$ cat config.mk
export PLATFORM = sky130hd
export DESIGN_NAME = stbus_rx_deframer
export DESIGN_NICKNAME = d
export VERILOG_FILES = /design/src/rtl/stbus_pkg.sv /design/src/rtl/stbus_in_sync.sv /design/src/rtl/stbus_rx_deframer.sv
export SDC_FILE = /design/constraint.sdc
export NUM_CORES = 1
export LEC_CHECK = 0
export ABC_AREA = 0
export CORE_UTILIZATION = 51
export DETAILED_ROUTE_END_ITERATION = 8
export HOLD_SLACK_MARGIN = 0.12
export PLACE_DENSITY_LB_ADDON = 0.12
export SYNTH_ARGS = -nofsm -noshare
export SYNTH_HDL_FRONTEND = slang
export SYNTH_SLANG_ARGS = --single-unit
$ cat constraint.sdc
create_clock -name clk50 -period 4.1 [get_ports clk50]
set_input_delay 1.025 -clock clk50 [delete_from_list [all_inputs] [get_ports clk50]]
set_output_delay 1.025 -clock clk50 [all_outputs]
set_load 0.005 [all_outputs]
$ cat src/rtl/stbus_pkg.sv
// rtl/stbus_pkg.sv - ST-BUS frame constants and types shared by the receive and transmit paths
`timescale 1ns/1ps
package stbus_pkg;

    localparam int C4_PER_FRAME = 512;
    localparam int BITS_PER_CH  = 8;
    localparam int C4_CNT_W     = $clog2(C4_PER_FRAME);
    localparam int CH_PER_FRAME = 32;

    typedef enum logic {
        HUNT   = 1'b0,
        LOCKED = 1'b1
    } stbus_state_t;

    typedef logic [$clog2(CH_PER_FRAME)-1:0] ch_idx_t;

endpackage

$ cat src/rtl/stbus_in_sync.sv
// rtl/stbus_in_sync.sv - N-stage input synchronizer with registered level and edge pulses
`timescale 1ns/1ps
module stbus_in_sync #(
    parameter int   STAGES = 2,
    parameter logic INIT   = 1'b0
) (
    input  logic clk,
    input  logic rst_n,
    input  logic raw,
    output logic level,
    output logic rise,
    output logic fall
);

    logic [STAGES-1:0] chain;
    logic              last;

    // level is taken from the same register the edge detector compares against,
    // so a rise pulse and the levels of sibling synchronizers line up in time
    always_ff @(posedge clk or negedge rst_n) begin
        if (!rst_n) begin
            chain <= {STAGES{INIT}};
            last  <= INIT;
            rise  <= 1'b0;
            fall  <= 1'b0;
        end else begin
            chain[0] <= raw;
            for (int i = 1; i < STAGES; i++) begin
                chain[i] <= chain[i-1];
            end
            last <= chain[STAGES-1];
            rise <= chain[STAGES-1] & ~last;
            fall <= ~chain[STAGES-1] & last;
        end
    end

    assign level = last;

endmodule

$ cat src/rtl/stbus_rx_deframer.sv
// rtl/stbus_rx_deframer.sv - ST-BUS receive deframer into a double-buffered channel store
// Optional frame counter: define STBUS_RX_FRAME_CNT_EN.
`timescale 1ns/1ps
module stbus_rx_deframer
    import stbus_pkg::*;
#(
    parameter int CHANNELS    = 32,
    parameter int SYNC_STAGES = 2
) (
    input  logic                        clk50,
    input  logic                        reset_n,
    input  logic                        c4,
    input  logic                        f0,
    input  logic                        data_from_dt,
    input  logic [$clog2(CHANNELS)-1:0] rd_addr,
    output logic [7:0]                  rd_data,
    input  logic                        int_ack,
    output logic                        cpu_int,
    output logic                        overrun,
    output logic                        sync_err,
    output logic                        locked,
    output logic [15:0]                 frame_cnt
);

    localparam int CW = $clog2(CHANNELS);

    logic       c4r;
    logic       f0_level;
    logic       data_level;
    logic [5:0] unused_sync;

    stbus_in_sync #(.STAGES(SYNC_STAGES), .INIT(1'b0)) u_sync_c4 (
        .clk   (clk50),
        .rst_n (reset_n),
        .raw   (c4),
        .level (unused_sync[0]),
        .rise  (c4r),
        .fall  (unused_sync[1])
    );

    stbus_in_sync #(.STAGES(SYNC_STAGES), .INIT(1'b1)) u_sync_f0 (
        .clk   (clk50),
        .rst_n (reset_n),
        .raw   (f0),
        .level (f0_level),
        .rise  (unused_sync[2]),
        .fall  (unused_sync[3])
    );

    stbus_in_sync #(.STAGES(SYNC_STAGES), .INIT(1'b0)) u_sync_data (
        .clk   (clk50),
        .rst_n (reset_n),
        .raw   (data_from_dt),
        .level (data_level),
        .rise  (unused_sync[4]),
        .fall  (unused_sync[5])
    );

    stbus_state_t             state_q, state_d;
    logic [C4_CNT_W-1:0]      c4_cnt, cnt_cur;
    logic                     fs, frame_end;
    logic                     sample, wr_en, swap, err;
    logic                     wr_bank;
    logic [BITS_PER_CH-2:0]   shreg;
    logic [BITS_PER_CH-1:0]   byte_next;
    logic [CW-1:0]            wr_ch;
    logic [BITS_PER_CH-1:0]   mem [2][CHANNELS];

    // cnt_cur is the position of the edge being processed; c4_cnt holds the previous one
    assign fs        = c4r & ~f0_level;
    assign cnt_cur   = fs ? '0 : c4_cnt + 1'b1;
    assign frame_end = (c4_cnt == C4_CNT_W'(C4_PER_FRAME - 1));
    assign byte_next = {shreg, data_level};
    assign wr_ch     = cnt_cur[4 +: CW];
    assign wr_en     = sample & (cnt_cur[3:1] == 3'b111);

    always_ff @(posedge clk50 or negedge reset_n) begin
        if (!reset_n) begin
            state_q <= HUNT;
        end else begin
            state_q <= state_d;
        end
    end

    always_comb begin
        state_d = state_q;
        sample  = 1'b0;
        swap    = 1'b0;
        err     = 1'b0;
        if (c4r) begin
            case (state_q)
                HUNT: begin
                    if (fs) begin
                        state_d = LOCKED;
                    end
                end
                LOCKED: begin
                    if (fs) begin
                        swap = frame_end;
                        err  = ~frame_end;
                    end else if (frame_end) begin
                        err     = 1'b1;
                        state_d = HUNT;
                    end else begin
                        sample = cnt_cur[0];
                    end
                end
                default: state_d = HUNT;
            endcase
        end
    end

    always_ff @(posedge clk50 or negedge reset_n) begin
        if (!reset_n) begin
            c4_cnt   <= '0;
            shreg    <= '0;
            wr_bank  <= 1'b0;
            cpu_int  <= 1'b0;
            overrun  <= 1'b0;
            sync_err <= 1'b0;
        end else begin
            if (c4r) begin
                c4_cnt <= cnt_cur;
            end
            if (sample) begin
                shreg <= byte_next[BITS_PER_CH-2:0];
            end
            if (swap) begin
                wr_bank <= ~wr_bank;
            end
            // a completing frame beats a simultaneous ack
            if (swap) begin
                cpu_int <= 1'b1;
                overrun <= overrun | cpu_int;
            end else if (int_ack && cpu_int) begin
                cpu_int <= 1'b0;
                overrun <= 1'b0;
            end
            if (err) begin
                sync_err <= 1'b1;
            end
        end
    end

    always_ff @(posedge clk50 or negedge reset_n) begin
        if (!reset_n) begin
            for (int b = 0; b < 2; b++) begin
                for (int c = 0; c < CHANNELS; c++) begin
                    mem[b][c] <= '0;
                end
            end
            rd_data <= '0;
        end else begin
            if (wr_en) begin
                mem[wr_bank][wr_ch] <= byte_next;
            end
            rd_data <= mem[~wr_bank][rd_addr];
        end
    end

    assign locked = (state_q == LOCKED);

`ifdef STBUS_RX_FRAME_CNT_EN
    logic [15:0] frame_cnt_q;

    always_ff @(posedge clk50 or negedge reset_n) begin
        if (!reset_n) begin
            frame_cnt_q <= '0;
        end else if (swap) begin
            frame_cnt_q <= frame_cnt_q + 16'd1;
        end
    end

    assign frame_cnt = frame_cnt_q;
`else
    assign frame_cnt = 16'h0000;
`endif

endmodule

==> impl_results.md <==
- Worst setup margin: 0.568 ns
- Io pins: 39
- Crit path max fanout: 8
- Filler cells: 3,935
- Post-synth EDFFs: 0
- Clock share of power: 0.447
- Routed Wire Length: just over 60,000 µm
- Drt via density: 6.13
- Port bufs: 22
- Post-CTS Hold Fix Bufs: 0
- P_sw: 2970 µW
- H-tree level count: 2
- Leak pwr: about 0.013 µW
- Commonest cells post-synth: dfrtp_1 (548), mux2_2 (483), mux4_2 (132)
- Worst path slowest cell: a2111oi_2
- Via Count: 14.7k
- Post-synth ARST share: 1.00
- Total negative slack: 0 ns
- Initial detailed-routing violation count: ~1.0k
- Yosys Warn Count: 0
- Post-CTS setup buffers: 0
- Worst rel slew slack: 0.184
- Share of power burned in registers: 0.497
- First-pass detailed-route iteration total: 5
- Post-synth top area cell: dfrtp_1
- Worst path buffer plus inverter count: 0
- Area Growth Syn to Fin: 11.4%
- Resized cells post-CTS: 0
- FP Rows: roughly 80
- Max cap viols: 0
- Gate count of the mapped netlist: approximately 1.7k
- CP Cell Sequence: ha_1, nand2_1, nor3_1, ha_1, nand2b_1, a2111oi_2, nand3_1, mux2_2
- Synthesized area per cell: around 15 µm²
- GR Overflow Total: 0
- Area share of the largest cell type after synthesis: 0.539
- Die Footprint: approximately 0.051 mm²
- CTS Buf Count: 58
- Unrepaired setup endpoints after global routing: false
- Clock Tree Buf Depth: 3
- Worst hold margin: 0.349 ns
- Final hold vios: 0
- Min-delay src: u_sync_c4.chain[0]
- Final-report max-slew violation count: 0
- Largest cells by area after synthesis: dfrtp_1 (54%), mux2_2 (21%), mux4_2 (12%), clkbuf_1 (1.4%), a22o_1 (1.1%)
- Worst vdd ir: between 0.2 and 0.3 mV
- Tcrit/Tclk final: 0.861
- Post-Layout Inst Area: approximately 0.028 mm²
- Overall power: 11,700 µW
- Pint: ~9000 µW
- FF+latch count, synth: 551
- Vias in the first global route: between 15k and 20k
- Reg-to-reg critical path startpoint: c4_cnt[0]
- Setup crit end kind: register
- # diodes: 0
- Clk slew on worst S/H paths: roughly 0.060 ns
- Initial antenna violation count: 0
- Register area share after synthesis: 0.542
- Largest net degree at the start of global routing: between 90 and 100
- Outcome: finished, final reports clean
- Core box area: slightly below 0.05 mm²
- Post-layout min period: 3.53 ns
- Critical Path Source Type: register
- Sw frac: 0.253
- Nets: 1,702
- Clk sinks: 551
- GPL Wtd Cong: between 0.8 and 0.9
- Post-DP Area: approximately 0.026 mm²
- Worst path most repeated cell: ha_1
- Number of nets still failing antenna checks after routing: 0
- Clock Tree Root: clkbuf_16
- Final setup viols: 0
- Comb power frac: 0.056
- Count of cell types in the netlist: 64
- Path type of the worst min-delay path: reg -> reg
- Die height: ~230 µm
- Residual DRC: 0
- Post-Syn Area: ~0.025 mm²
- Fmax: approximately 0.28 GHz
- Worst-Margin Slew: between 1 and 1.5 ns
- CTS tree: yes
- Dpl hpwl: 39,800 µm
- Chip Width: roughly 230 µm
- Initial Utilization: 0.519
- CP arrival: 4.02 ns
- First-pass GRT wire length: 97,200 µm
- Top delay family on crit path: simple AND/OR/NAND/NOR gates
- Worst Skew: 0.0192 ns
- Worst-Skew Late Latency: just over 0.6 ns
- Worst Path Class, Setup: reg -> reg
- Synth Flop Type: dfrtp_1
- Wire per inst: 25.9 µm
- Placement Setup Slack: around 0.57 ns
- Worst path max stage delay: between 0.7 and 0.8 ns
- CP required: roughly 4.6 ns
- Power Density: around 410 mW/mm²
- Fraction of layout cells with a size suffix above 1: 0.479
- Crit path from: c4_cnt[0]
- Top-count cell post-synth: dfrtp_1
- Global router's overall resource usage: 0.257
-- worst paths after layout --
kind | endpoint | slack (ns) | cells after the start
min in group asynchronous | u_sync_c4.level | 0.49 | 1
min reg2reg | u_sync_c4.chain[1] | 0.35 | 0
max in group asynchronous | mem[286] | 2.67 | 2
max reg2reg | mem[215] | 0.57 | 8
max | mem[215] | 0.57 | 8
min | u_sync_c4.chain[1] | 0.35 | 0
-- power by group through the flow --
stage,Clock [µW],Sequential (µW),Combinational (µW)
3_5_place_dp,0,5930,668
2_1_floorplan,0,5600,530
3_3_place_gp,0,5930,657
4_1_cts,5370,5840,670
5_1_grt,5580,5860,720
6_report,5240,5830,660
-- cells by family after synthesis --
family                   after synthesis  share of synthesized area
AND/OR/NAND/NOR                      202                     0.0487
buffers and inverters                159                     0.0272
flip-flops                           551                      0.542
multiplexers                         635                      0.339
XOR/XNOR                               4                    0.00138
AO/OA/AOI/OAI                        128                     0.0395
adder cells (fa/ha/maj)                4                    0.00197
other                                  1                   0.000147
-- registers in the layout, indices dropped and copies added (netlist names) --
signal and count:
c4_cnt 9, u_sync_data.chain 2, sync_err 1, u_sync_data.level 1, wr_bank 1, overrun 1
rd_data 8, locked 1, u_sync_c4.chain 2, cpu_int 1, mem 512, u_sync_f0.chain 2
shreg 7, u_sync_c4.level 1, u_sync_c4.rise 1, u_sync_f0.level 1
-- cell usage in the layout, fill, tap and decap left out, types with 5 or more instances in the layout --
cell and instances:
a21oi_1 7, a22o_1 32, a311oi_1 6, a31oi_1 8, buf_12 10, buf_4 46
clkbuf_1 17, clkbuf_16 58, clkbuf_8 14, clkdlybuf4s50_1 18, clkinv_2 9, conb_1 16
dfrtp_1 539, dfrtp_2 8, inv_1 9, mux2_1 6, mux2_2 483, mux2i_1 14
mux4_2 132, nand2_1 51, nand2b_1 5, nand3_1 33, nand3_2 9, nor2_1 25
nor2_2 24, nor2b_1 5, o21ai_0 24, o221ai_1 8, o22ai_1 9, o31ai_1 9
or3_1 11
-- cell type report --
class                      instances  area (µm²)  area share
sequential                       551       13800       0.487
multi-input combinational        989       11000       0.388
clock buffer                      89        1710      0.0602
tap                              664         831      0.0293
timing repair buffer              78         762      0.0269
clock inverter                    16         199     0.00702
inverter                           9        33.8     0.00119
-- metrics by stage --
| step | instances | util |
|---|---|---|
| after floorplan | 1699 | - |
| after global placement | 2291 | 0.539 |
| after detailed placement | 2291 | 0.539 |
| after CTS | 2396 | 0.578 |
| after global routing | 2396 | 0.578 |
| final | 2396 | 0.578 |
-- routing by layer --
| metal | up-vias | part of all wire | global-route usage |
|---|---|---|---|
| li1 | 6305 | - | - |
| met1 | 7964 | 0.44 | 0.362 |
| met2 | 325 | 0.49 | 0.415 |
| met3 | 98 | 0.041 | 0.0338 |
| met4 | 0 | 0.029 | 0.0812 |
| met5 | - | 0 | 0 |
(Power assumes the default switching activity.)
